**src/rtl/grad_div_sched.sv**
```systemverilog
// grad_div_sched
//   Feeds COUNT numerators sharing a single denominator into an external
//   pipelined signed divider, one per cycle, and collects the quotients.
//   Each issued operand pushes a valid bit and its entry index into a
//   LATENCY-deep tag pipe. The tag leaving the pipe decides which result
//   slot takes the divider output.
//
// Ports
//   clk, rst          clock, asynchronous active-high reset
//   start             job request, accepted only while idle
//   nums_i            packed numerators, entry k at [k*WIDTH +: WIDTH]
//   den_i             shared signed denominator
//   busy              high from the cycle after acceptance through done
//   done              one-cycle pulse when all results are final
//   den_zero          latched at acceptance: denominator was zero
//   div_num, div_den  operands presented to the divider
//   div_quot          quotient returned by the divider
//   res_o             packed quotients, same entry order as nums_i
//
// state   | meaning
// S_IDLE  | waiting for start; divider fed 0/1
// S_ISSUE | presenting entry r_idx to the divider
// S_DRAIN | all entries issued, waiting for the last tag to capture
// S_DONE  | done pulse; back to idle next cycle
module grad_div_sched #(
  parameter int WIDTH   = 32,
  parameter int LATENCY = 5,
  parameter int COUNT   = 6
) (
  input  logic                     clk,
  input  logic                     rst,
  input  logic                     start,
  input  logic [COUNT*WIDTH-1:0]   nums_i,
  input  logic [WIDTH-1:0]         den_i,
  output logic                     busy,
  output logic                     done,
  output logic                     den_zero,
  output logic [WIDTH-1:0]         div_num,
  output logic [WIDTH-1:0]         div_den,
  input  logic [WIDTH-1:0]         div_quot,
  output logic [COUNT*WIDTH-1:0]   res_o
);

  localparam int IW = (COUNT > 1) ? $clog2(COUNT) : 1;
  // Tag arrays keep one entry even when LATENCY is 0 so declarations stay legal.
  localparam int TD = (LATENCY > 0) ? LATENCY : 1;
  localparam logic [IW-1:0] LAST_IDX = IW'(COUNT - 1);

  typedef enum logic [1:0] {S_IDLE, S_ISSUE, S_DRAIN, S_DONE} state_t;

  state_t           r_state;
  logic             r_busy;
  logic             r_done;
  logic             r_den_zero;
  logic [WIDTH-1:0] r_div_num;
  logic [WIDTH-1:0] r_div_den;
  logic [IW-1:0]    r_idx;
  logic [WIDTH-1:0] r_nums [COUNT];
  logic [WIDTH-1:0] r_res  [COUNT];
  logic             r_tag_v [TD];
  logic [IW-1:0]    r_tag_k [TD];

  logic             w_issue;
  logic             w_accept;
  logic             w_cap_v;
  logic [IW-1:0]    w_cap_k;
  logic [IW-1:0]    w_next_idx;

  assign w_issue    = (r_state == S_ISSUE);
  assign w_accept   = (r_state == S_IDLE) && start;
  assign w_next_idx = r_idx + 1'b1;

  // With no divider latency the quotient is captured in the issue cycle itself.
  generate
    if (LATENCY == 0) begin : g_nolat
      assign w_cap_v = w_issue;
      assign w_cap_k = r_idx;
    end else begin : g_lat
      assign w_cap_v = r_tag_v[LATENCY-1];
      assign w_cap_k = r_tag_k[LATENCY-1];
    end
  endgenerate

  always_ff @(posedge clk or posedge rst) begin
    if (rst) begin
      r_state    <= S_IDLE;
      r_busy     <= 1'b0;
      r_done     <= 1'b0;
      r_den_zero <= 1'b0;
      r_div_num  <= '0;
      r_div_den  <= WIDTH'(1);
      r_idx      <= '0;
      for (int k = 0; k < COUNT; k++) r_nums[k] <= '0;
    end else begin
      r_done <= 1'b0;
      case (r_state)
        S_IDLE: begin
          if (start) begin
            for (int k = 0; k < COUNT; k++) r_nums[k] <= nums_i[k*WIDTH +: WIDTH];
            r_den_zero <= (den_i == '0);
            r_div_num  <= nums_i[WIDTH-1:0];
            r_div_den  <= den_i;
            r_idx      <= '0;
            r_busy     <= 1'b1;
            r_state    <= S_ISSUE;
          end
        end
        S_ISSUE: begin
          if (r_idx == LAST_IDX) begin
            // Park the divider on a safe 0/1 pair once the last entry is out.
            r_div_num <= '0;
            r_div_den <= WIDTH'(1);
            if (LATENCY == 0) begin
              r_done  <= 1'b1;
              r_state <= S_DONE;
            end else begin
              r_state <= S_DRAIN;
            end
          end else begin
            r_idx     <= w_next_idx;
            r_div_num <= r_nums[w_next_idx];
          end
        end
        S_DRAIN: begin
          if (w_cap_v && (w_cap_k == LAST_IDX)) begin
            r_done  <= 1'b1;
            r_state <= S_DONE;
          end
        end
        S_DONE: begin
          r_busy  <= 1'b0;
          r_state <= S_IDLE;
        end
        default: r_state <= S_IDLE;
      endcase
    end
  end

  // Tag pipe and result capture. Reset empties the tag pipe, so quotients
  // still in flight inside the divider are never written after a reset.
  always_ff @(posedge clk or posedge rst) begin
    if (rst) begin
      for (int i = 0; i < TD; i++) begin
        r_tag_v[i] <= 1'b0;
        r_tag_k[i] <= '0;
      end
      for (int k = 0; k < COUNT; k++) r_res[k] <= '0;
    end else begin
      r_tag_v[0] <= w_issue;
      r_tag_k[0] <= r_idx;
      for (int i = 1; i < TD; i++) begin
        r_tag_v[i] <= r_tag_v[i-1];
        r_tag_k[i] <= r_tag_k[i-1];
      end
      if (w_accept) begin
        for (int k = 0; k < COUNT; k++) r_res[k] <= '0;
      end else if (w_cap_v) begin
        r_res[w_cap_k] <= r_den_zero ? '0 : div_quot;
      end
    end
  end

  generate
    for (genvar k = 0; k < COUNT; k++) begin : g_res
      assign res_o[k*WIDTH +: WIDTH] = r_res[k];
    end
  endgenerate

  assign busy     = r_busy;
  assign done     = r_done;
  assign den_zero = r_den_zero;
  assign div_num  = r_div_num;
  assign div_den  = r_div_den;

endmodule
```
**config.mk**
```make
export PLATFORM = sky130hd
export DESIGN_NAME = grad_div_sched
export DESIGN_NICKNAME = d
export VERILOG_FILES = /design/src/rtl/grad_div_sched.sv
export SDC_FILE = /design/constraint.sdc
export NUM_CORES = 1
export LEC_CHECK = 0
export CAP_MARGIN = 40
export CORE_MARGIN = 8
export CORE_UTILIZATION = 45
export CTS_BUF_LIST = sky130_fd_sc_hd__clkbuf_4
export DETAILED_ROUTE_END_ITERATION = 10
export PLACE_DENSITY = 0.75
export SLEW_MARGIN = 10
export SYNTH_ARGS = -nofsm -noshare
export SYNTH_HDL_FRONTEND = slang
export SYNTH_SLANG_ARGS = --single-unit
```
**constraint.sdc**
```tcl
create_clock -name clk -period 17.22 [get_ports clk]
set_clock_uncertainty 0.1 [all_clocks]
set_input_delay 2.583 -clock clk [delete_from_list [all_inputs] [get_ports clk]]
set_output_delay 2.583 -clock clk [all_outputs]
set_load 0.03 [all_outputs]
```
; ---- Word level (Yosys, flattened, before mapping)
; Cells that the tools add are included.
[totals]
register_bits = 476
input_bits = 259
out_inout_bits = 259
wordCells = 84
[classes]
n_addsub = 1
magnitude_cmp = 3
n_eq_ne = 9
mux = 26
bitwise_logic = 2
n_reduce_logical = 14
[op_table]
columns = operator, count
row1 = 192-bit two-way mux, 2
row2 = 32-bit two-way mux, 8
row3 = 192-bit bitwise mux, 1
row4 = 32-bit one-hot mux with 2 select lines, 2
row5 = 32-bit binary-select mux with 3-bit select, 1
row6 = 32-bit demux with 3-bit select, 1
row7 = 32-bit zero test, 1
row8 = 3-bit AND reduction, 3
row9 = "4-bit >= comparator, second input constant", 2
row10 = 3-bit inverter with 4-bit output, 2
row11 = 2-bit one-hot mux with 4 select lines, 1
row12 = "3-bit equality test, second input constant", 2
row13 = 2-bit two-way mux, 3
row14 = 3-bit two-way mux, 2
row15 = "2-bit inequality test, second input constant", 3
row16 = 3-bit one-hot mux with 2 select lines, 1
row17 = 2-bit AND reduction, 3
row18 = 2-bit nonzero test, 3
row19 = "2-bit equality test, second input constant", 2
row20 = "4-bit by 1-bit less-than comparator with 1-bit output, second input constant", 1
row21 = "3-bit by 1-bit adder with 3-bit output, second input constant", 1
row22 = 1-bit logical AND, 3
row23 = 1-bit two-way mux, 3
row24 = "2-bit by 1-bit equality test with 1-bit output, second input constant", 1
row25 = other kinds (3), 3

; ---- Depth between registers and ports, before layout
; Gate-level depths: netlist of the first run.
[depth]
depth_word = 8
ltp_mapped = 8
mapped_depth_nobuf = 6

; ---- Worst setup path after synthesis of the first run
; Ideal clock, no wire load.
[synth_timing]
kind = input-to-reg
startpoint = input port start
endpoint = register r_res (netlist bit res_o[32])
setup_time_ps = 136
t_arrival_ps = 3525
required_time_ps = 16984
slack_ps = 13459
path_stages = 6
path_buffers = 2
path_cell_list = a21oi_4 -> or4b_1 -> buf_2 -> buf_6 -> nand2_1 -> a21oi_1
[synth_between]
elab_chain_cells = 2
word_cells_on_any_way = 3
classes_between = mux: 1 / reduce/logical: 2
[synth_lines]
columns = item, line
row1 = from (decl), 32  ; input logic start,
row2 = 1-bit logical AND *, 70  ; assign w_accept = (r_state == S_IDLE) && start;
row3 = 192-bit two-way mux or 2-bit nonzero test (tied branches), --
row4 = "to (signal, indexed assignment)", 158  ; r_res[w_cap_k] <= r_den_zero ? '0 : div_quot;
row5 = to (decl), 59  ; logic [WIDTH-1:0] r_res [COUNT];
; Every way passes the cells marked *; elsewhere a longest branch is shown, timed or not.
; A chain may end at the register's enable or synchronous reset.

; ---- Worst setup path after layout of the first run
[layout_timing]
startpoint = input port start
endpoint = register r_nums[189] (netlist bit)
[layout_between]
elab_chain_cells = 1
[layout_lines]
columns = item, line
row1 = 2-bit AND reduction (no line), --
row2 = to (decl), 58  ; logic [WIDTH-1:0] r_nums [COUNT];
; Every way passes these cells.

==> summary.md, run 1 <==
| Metric | Value |
|---|---|
| Yosys reg bits | `476` |
| Hold Crit Class | `reg2reg` |
| Area leader, netlist | `dfrtp_1` |
| Unrepaired setup endpoints after global routing | `no` |
| Top Ports | `518` |
| Yosys top cell area share | `about three fifths` |
| Final period demand of the worst path | `4.849 ns` |
| Routed Antenna Nets | `0` |
| Largest family of logic cells by synthesized area | `simple AND/OR/NAND/NOR gates` |
| Leak | `roughly 13 nW` |
| Seq pwr share | `between 30% and 40%` |
| Number of global-route vias before repair | `17,780` |
| Synth async-reset ratio | `100.0%` |
| First-pass GRT wire length | `around 100,000 um` |
| Fin nets | `around 2,800` |
| Post-DR vias/cell | `5.330` |
| Tot GR Track Use | `25.08%` |
| Post-synthesis sequential area ratio | `60.02%` |
| Number of max-cap violations | `0` |
| Finished Core Util | `~63%` |
| Met2 WL post-DR | `30,610 um` |
| # hold bufs at CTS | `0` |
| Top Metal Used | `met5` |
| CTS tree | `done` |
| Logic pwr share | `40.6%` |
| Detailed-route wire length | `approximately 65,000 um` |
| Die area | `around 50,000 um2` |
| HPWL after detailed placement | `44,120 um` |
| H-tree levels | `4` |
| Outcome | `completed` |
| Switch share | `39.02%` |
| Clock Path Buffers | `3` |
| CTS Root Buffer Type | `clkbuf_4` |
| Clock power frac | `22.4%` |
| Synth Area in XOR/XNOR | `0%` |
| Worst slew margin | `32.81%` |
| Fin Hold WS | `0.2221 ns` |
| Crit path largest cell delay | `0.71 ns` |
| CP Data Arrival Time | `5.59 ns` |
| Clk sink count | `476` |
| Avg Cell Area, Syn | `10.18 um2` |
| Largest net degree at the start of global routing | `174` |
| TritonCTS buffer count | `between 100 and 150` |
| IO buf count | `517` |
| Syn-to-layout area delta | `38.12%` |
| PD cells | `approximately 180 nW/um2` |
| Synth warnings | `0` |
| Peak supply drop | `0.09626 mV` |
| CP Data Required Time | `17.96 ns` |
| CP Cell Sequence | `clkdlybuf4s50_1, and2_4, buf_4, buf_16, buf_4, nand2_1, nand2_1` |
| Initial antenna violation count | `7` |
| DR WL met3 | `roughly 6200 um` |
| Synth Area in Compound Gates | `8.498%` |
| Post-synthesis mux area share | `7.370%` |
| Layout cells sized above 1 | `12.59%` |
| Row Count | `slightly below 80` |
| Fillers | `3,552` |
| Final setup TNS | `0 ns` |
| WL met1 | `25,120 um` |
| Slowest CP cell | `buf_4` |
| Drc violations | `0` |
| Setup violators final | `0` |
| Die X-Extent | `226.0 um` |
| Sw power | `between 1.5 and 2 mW` |
| Worst Tran Pin Value | `just over 1 ns` |
| Die Y | `226.0 um` |
| Post-synthesis adder-cell area fraction | `0.4413%` |
| Critical-path maximum fanout | `82` |
| Post-synthesis cell count | `1,949` |
| Post-CTS setup buffers | `0` |
| WL/cell | `20.22 um` |
| Via Count | `17,030` |
| DRT Pass-1 Iters | `5` |
| Int Pwr | `slightly below 3 mW` |
| Post-synth design cell area | `19,850 um2` |
| GRT overflow | `0` |
| Setup ws final | `12.37 ns` |
| Synth area leaders | `dfrtp_1, nand2_1, a22o_1` |
| Commonest cells after routing, fill and taps aside | `nand2_1, clkdlybuf4s50_1, dfrtp_1` |
| Register area | `11,920 um2` |
| PostCTS Resize Cnt | `0` |
| Clock-pin slew on the worst setup and hold paths | `0.06 ns` |
| CP startpoint kind | `primary input` |
| Cell variety after synth | `47` |
| Final Cycle Share | `28.16%` |
| Post-synth EDFFs | `0` |
| Initial Utilization | `between 40% and 50%` |
| GP Congestion | `0.8851` |
| Insertion delay of the later-clocked pin in the worst-skew pair | `just over 0.9 ns` |
| Area used by multi-input combinational logic | `7335 um2` |
| Critical path type | `in2reg` |
| Max Freq | `~210 MHz` |
| CP Buf/Inv Count | `4` |
| Final Hold Vio Count | `0` |
| Core Box Area | `~44,000 um2` |
| Top Family by Delay on Critical Path | `buffers and inverters` |
| Synth Net Count | `2,215` |
| Post-place setup slack | `roughly 12 ns` |
| Final Max Tran Viols | `0` |
| Crit end category | `flip-flop` |
| Iter 0 DRT Violations | `1,517` |
| Simple-Gate Fraction of Synth Area | `20.43%` |
| Commonest non-fill, non-tap cell in the layout | `nand2_1` |
| Primary FF master, synth | `dfrtp_1` |
## final timing paths
kind	depth (start not counted)	slack [ns]	start	end
worst min register to register	0	0.22	r_tag_v[3]	r_tag_v[2]
worst min-delay path	0	0.22	r_tag_v[3]	r_tag_v[2]
max in group asynchronous	5	12.77	rst	r_nums[89]
worst max-delay path	7	12.37	start	r_nums[189]
min in group asynchronous	2	1.94	rst	r_nums[38]
worst max register to register	8	13.71	r_state[1]	r_nums[189]
## sequential cells by signal, summed over array words and instances, names as in the netlist
signal and flops:
r_nums 192, res_o 192, div_den 32, div_num 32, r_tag_k 12, r_tag_v 4
r_idx 3, w_cap_k 3, r_state 2, busy 1, den_zero 1, done 1
w_cap_v 1
## worst reg2reg max path, cell delays in order, from the launching register on
cell and delay (ns):
dfrtp_1 0.42, inv_1 0.12, ha_1 0.43, and2_4 0.59, buf_4 0.42, buf_16 0.31
buf_4 0.76, nand2_1 0.19, nand2_1 0.09
## kinds of logic after synthesis
family / Yosys count
AOI/OAI and AO/OA: 237
adders and majority gates: 7
buffers and inverters: 138
DFF: 476
muxes: 102
and+or+nand+nor: 989
## synthesized netlist by cell type (all sizes together) (3+ instances only)
master and n:
inv 6, clkbuf 56, a221oi 32, dfrtp 475, mux2 33, mux2i 37, nor2 43, a22o 89
ha 7, nor3 6, nor3b 34, nand2b 3, nand2 846, o21ai 3, nand3 3, buf 76
a21oi 105, nor2b 35, mux4 32, nor4 9
## per-layer routing
layer	vias to the layer above	track usage (%)
met1	8374	30.09
met5	-	0
met4	4	12.39
met3	155	8.960
li1	7638	-
met2	857	39.89
## cell type report
class                      instances  share of cell area [%]
clock buffer                     187                   5.121
tap                              592                   2.702
clock inverter                    41                   1.319
sequential                       476                   43.47
multi-input combinational       1335                   26.76
antenna                            6                 0.05477
timing repair buffer             552                   20.46
inverter                           6                  0.1095
## through the flow
step | std cells | total power [mW] | cell area, um2
CTS | 3189 | 4.894 | 27400
floorplan | 1949 | 3.000 | 19850
finish | 3195 | 4.850 | 27410
global route | 3194 | 5.145 | 27410
global placement | 2950 | 3.694 | 25390
detailed placement | 2961 | 3.781 | 25630
## power groups by stage
| stage | sequential, mW | clock, mW | combinational [mW] |
|---|---|---|---|
| after global routing | 1.83 | 1.18 | 2.13 |
| after global placement | 1.79 | 0 | 1.91 |
| final | 1.79 | 1.09 | 1.97 |
| after CTS | 1.79 | 1.12 | 1.99 |
| after detailed placement | 1.80 | 0 | 1.98 |
| after floorplan | 2.05 | 0 | 0.948 |
No activity file was read; power rests on OpenSTA's default activity.
==> run 2, diff against run 1 <==
==> constraint.sdc (replaced) <==
create_clock -name clk -period 4.8 [get_ports clk]
set_clock_uncertainty 0.1 [all_clocks]
set_input_delay 0.72 -clock clk [delete_from_list [all_inputs] [get_ports clk]]
set_output_delay 0.72 -clock clk [all_outputs]
set_load 0.03 [all_outputs]
==> summary.md, run 2 (synthesis results as in run 1) <==
| Metric | Value |
|---|---|
| Max Freq | `300.2 MHz` |
| Initial Utilization | `45.27%` |
| Reg2Reg Launch Point | `r_state[0]` |
| Via Count | `17,030` |
| Worst Tran Pin Value | `between 0.9 and 1 ns` |
| Setup violators final | `0` |
| Leak | `around 13 nW` |
| Commonest non-fill, non-tap cell in the layout | `nand2_1` |
| Routed Antenna Nets | `0` |
| Clock Path Buffers | `3` |
| Peak supply drop | `0.3405 mV` |
| Top Family by Delay on Critical Path | `flip-flops` |
| Tot GR Track Use | `24.82%` |
| Placed Cells | `2,955` |
| Critical-path maximum fanout | `18` |
| Crit path from | `den_zero` |
| Die Y | `226.0 um` |
| CP startpoint kind | `flip-flop` |
| Final period demand of the worst path | `~3.3 ns` |
| Area after DPL | `25,550 um2` |
| CP Cell Sequence | `clkdlybuf4s50_1` |
| Design Area, Final | `around 27,000 um2` |
| Syn-to-layout area delta | `36.53%` |
| CP Buf/Inv Count | `1` |
| HPWL after detailed placement | `45,100 um` |
| IO buf count | `roughly 520` |
| # hold bufs at CTS | `0` |
| CTS Root Buffer Type | `clkbuf_4` |
| Fin cells | `3,163` |
| Commonest cells after routing, fill and taps aside | `nand2_1, clkdlybuf4s50_1, dfrtp_1` |
| Final Max Tran Viols | `0` |
| WL/cell | `about 21 um` |
| Post-DR vias/cell | `5.384` |
| Layout cells sized above 1 | `11.92%` |
| CP Data Required Time | `a little under 4 ns` |
| PD cells | `627.3 nW/um2` |
| Worst Reg-to-Reg Cells | `6` |
| Unrepaired setup endpoints after global routing | `no` |
| H-tree levels | `3` |
| Slowest CP cell | `dfrtp_1` |
| Detailed-route wire length | `~65,000 um` |
| TritonCTS buffer count | `121` |
| Initial antenna violation count | `1` |
| First-pass GRT wire length | `99,440 um` |
| GP Congestion | `0.8707` |
| Number of global-route vias before repair | `17,690` |
| PostCTS Resize Cnt | `0` |
| CP Data Arrival Time | `~2.5 ns` |
| Die X-Extent | `226.0 um` |
| Final Hold Vio Count | `0` |
| Number of max-cap violations | `0` |
| CTS tree | `done` |
| Core Box Area | `43,840 um2` |
| Row Count | `77` |
| Iter 0 DRT Violations | `1,554` |
| Fillers | `3,544` |
| Hold Crit Class | `in2async` |
| Insertion delay of the later-clocked pin in the worst-skew pair | `0.83 ns` |
| Die area | `between 50,000 and 60,000 um2` |
| Clk sink count | `476` |
| Final Cycle Share | `69.40%` |
| GRT overflow | `0` |
| Crit path largest cell delay | `0.86 ns` |
| Largest net degree at the start of global routing | `151` |
| Outcome | `completed` |
| Crit end category | `output port` |
| Clock-pin slew on the worst setup and hold paths | `0.07 ns` |
| Post-CTS setup buffers | `0` |
| Reg-to-reg endpoint | `res_o[121]` |
| Critical path type | `reg2out` |
| Worst slew margin | `between 30 and 40%` |
| Top Ports | `518` |
| DRT Pass-1 Iters | `5` |
| Drc violations | `0` |
| Reg2reg setup slack | `2.05 ns` |
| Fin nets | `2,752` |
[run 2: changes by cell type in the layout (fill, tap and decap cells not counted), sizes merged]
cell / before / now
bufinv: 7 / 3
clkinv: 27 / 20
inv: 10 / 6
clkbuf: 187 / 179
buf: 35 / 29
diode: 6 / 3
[run 2: through the flow]
step	setup TNS (ns)	power [mW]	hold slack, ns	utilization [%]	setup WS (ns)
4_1_cts	0	17.11	0.09962	61.80	1.388
3_3_place_gp	0	13.24	0.2323	58.05	1.729
6_report	0	17.00	0.1628	61.82	1.469
3_5_place_dp	0	13.57	0.2347	58.28	1.692
5_1_grt	0	18.02	0.1521	61.80	1.343
2_1_floorplan	-1172.96	10.76	0.2312	-	-2.468
[run 2: how the worst max path moves through the flow]
stage	to	slack (ns)	cells past startpoint
floorplan	busy	-2.47	1
global placement	res_o[52]	1.73	5
detailed placement	res_o[121]	1.69	5
CTS	den_zero	1.39	1
global route	den_zero	1.34	1
finish	den_zero	1.47	1
[run 2: report_power, final]
group	switching [mW]	total (mW)	internal (mW)
combinational	4.06	7.02	2.96
clock	1.65	3.50	1.85
sequential	1.00	6.48	5.48
total	6.71	17.0	10.3
[run 2: final cells by class]
type                    count  area, um2  share of cell area, %
well taps                 592      740.7                  2.734
flip-flops and latches    476      11920                  43.98
multi-input cells        1335       7335                  27.07
diodes                      3      7.507                0.02770
inverters                   6      26.28                0.09697
clock inverters            26      196.4                 0.7249
repair buffers            546       5532                  20.41
clock buffers             179       1344                  4.959
[run 2: per-layer routing]
layer  vias up  share of wire (%)  track usage, %
li1       7619                  -               -
met1      8329                 38           29.78
met2       912                 47           40.07
met3       169                 10           7.700
met4         0                4.4           12.85
met5         -                  0               0
==> run 3, diff against run 2 <==
--- a/config.mk
+++ b/config.mk
@@ -10,7 +10,7 @@
 export CORE_UTILIZATION = 45
 export CTS_BUF_LIST = sky130_fd_sc_hd__clkbuf_4
 export DETAILED_ROUTE_END_ITERATION = 10
-export PLACE_DENSITY = 0.75
+export PLACE_DENSITY = 0.78
 export SLEW_MARGIN = 10
 export SYNTH_ARGS = -nofsm -noshare
 export SYNTH_HDL_FRONTEND = slang
==> constraint.sdc (replaced) <==
create_clock -name clk -period 2.7 [get_ports clk]
set_clock_uncertainty 0.1 [all_clocks]
set_input_delay 0.405 -clock clk [delete_from_list [all_inputs] [get_ports clk]]
set_output_delay 0.405 -clock clk [all_outputs]
set_load 0.03 [all_outputs]
==> summary.md, run 3 (synthesis results as in run 1) <==
| Metric | Value |
|---|---|
| Outcome | `completed` |
| GP Congestion | `0.8792` |
| Leak | `13.54 nW` |
| Routed Antenna Nets | `0` |
| Setup ws final | `0.1307 ns` |
| Setup violators final | `0` |
| Crit end category | `output port` |
| Design Area, Final | `29,100 um2` |
| Peak supply drop | `roughly 0.70 mV` |
| Slowest CP cell | `dlygate4sd2_1` |
| Area after DPL | `25,850 um2` |
| Detailed-route wire length | `between 70,000 and 80,000 um` |
| Commonest cells after routing, fill and taps aside | `nand2_1, clkdlybuf4s50_1, dfrtp_1` |
| Tot GR Track Use | `26.92%` |
| Drc violations | `0` |
| CP Cell Sequence | `buf_4, dlygate4sd2_1` |
| Final period demand of the worst path | `approximately 2.6 ns` |
| Initial Utilization | `45.27%` |
| Critical path type | `reg2out` |
| Insertion delay of the later-clocked pin in the worst-skew pair | `~0.88 ns` |
| Crit path largest cell delay | `0.45 ns` |
| Final Max Tran Viols | `0` |
| Iter 0 DRT Violations | `1,985` |
| Number of max-cap violations | `0` |
| TritonCTS buffer count | `119` |
| Unrepaired setup endpoints after global routing | `no` |
| Clock-pin slew on the worst setup and hold paths | `0.07 ns` |
| Largest net degree at the start of global routing | `129` |
| CP startpoint kind | `flip-flop` |
| Clock Path Buffers | `3` |
| Fin nets | `2,953` |
| IO buf count | `517` |
| Core Box Area | `approximately 44,000 um2` |
| Layout cells sized above 1 | `between 10% and 20%` |
| Row Count | `77` |
| Die area | `51,080 um2` |
| Clk sink count | `476` |
| Worst slew margin | `51.56%` |
| Final Cycle Share | `95.16%` |
| CP Data Required Time | `2.19 ns` |
| DRT Pass-1 Iters | `8` |
| Final Hold Vio Count | `0` |
| PD cells | `1050 nW/um2` |
| Commonest non-fill, non-tap cell in the layout | `nand2_1` |
| Post-DR vias/cell | `between 5 and 6` |
| Critical-path maximum fanout | `22` |
| GRT overflow | `0` |
| WL/cell | `20.84 um` |
| CP Data Arrival Time | `2.06 ns` |
| Fillers | `~3,100` |
| Die Y | `226.0 um` |
| First-pass GRT wire length | `107,800 um` |
| Power Total | `30.57 mW` |
| Max Freq | `389.2 MHz` |
| Post-place setup slack | `0.1341 ns` |
| Worst Tran Pin Value | `0.7251 ns` |
| Number of global-route vias before repair | `19,240` |
| Initial antenna violation count | `2` |
| Via Count | `18,240` |
| HPWL after detailed placement | `45,270 um` |
| H-tree levels | `3` |
| CTS Root Buffer Type | `clkbuf_4` |
| Hold Crit Class | `in2reg` |
| CTS tree | `done` |
| Die X-Extent | `226.0 um` |
| Syn-to-layout area delta | `46.65%` |
| Top Ports | `518` |
| Finished Core Util | `66.39%` |
[run 3: cell types whose count changed in the layout (fill, tap and decap cells not counted), sizes merged]
cell	before	now
diode	3	2
clkinv	20	29
dlygate4sd3	0	179
inv	6	8
buf	29	53
clkdlybuf4s50	517	516
clkbuf	179	169
bufinv	3	1
dlygate4sd2	0	1
[run 3: what timing repair did]
action	4_1_cts	5_1_grt
endpoints found under the hold margin	183	0
gates cloned	0	0
endpoints found under the setup margin	1	1
setup buffers	0	0
hold buffers	179	0
resized for setup	1	1
[run 3: power breakdown]
group          switching (mW)  internal (mW)  total, mW
logic                    7.71           5.55       13.3
registers                1.64           9.75       11.4
clock network            2.96           2.96       5.92
[run 3: per-layer routing]
layer  track usage [%]  vias up  wire, um
met1             31.93     8963     26060
met5                 0        -         0
met4             14.18        0      2973
met2             44.72     1052     34510
met3             7.103      202      6577
li1                  -     8025         -
[run 3: worst paths after layout]
check,cells after the start,start,end,slack (ns)
setup / recovery,2,den_zero,den_zero,0.13
hold / removal,3,nums_i[29],r_nums[189],0.08
setup reg to reg,7,r_state[0],div_num[28],0.32
hold reg to reg,0,r_tag_k[9],r_tag_k[6],0.24
max in group asynchronous,5,rst,res_o[167],1.27
min in group asynchronous,3,rst,div_num[30],0.39
[run 3: layout make-up]
class	instances	area, um2	share of cell area [%]
timing repair buffer	749	7626	26.20
sequential	476	11920	40.94
clock inverter	35	183.9	0.6320
tap	592	740.7	2.545
inverter	6	26.28	0.09028
antenna	2	5.005	0.01720
clock buffer	169	1269	4.359
multi-input combinational	1335	7337	25.21
[run 3: critical path: cells and delay by family (launching register included)]
kind	cells	cell delay (ns)
flip-flops	1	0.43
buffers and inverters	2	0.78
[run 3: per-stage QoR]
| step | std cells | hold WS [ns] | setup TNS, ns |
|---|---|---|---|
| floorplan | 1949 | 0.2312 | -2022.62 |
| global placement | 2978 | 0.2319 | 0 |
| detailed placement | 2979 | 0.2347 | 0 |
| CTS | 3362 | 0.001634 | 0 |
| global route | 3364 | 0.02763 | 0 |
| finish | 3364 | 0.08335 | 0 |
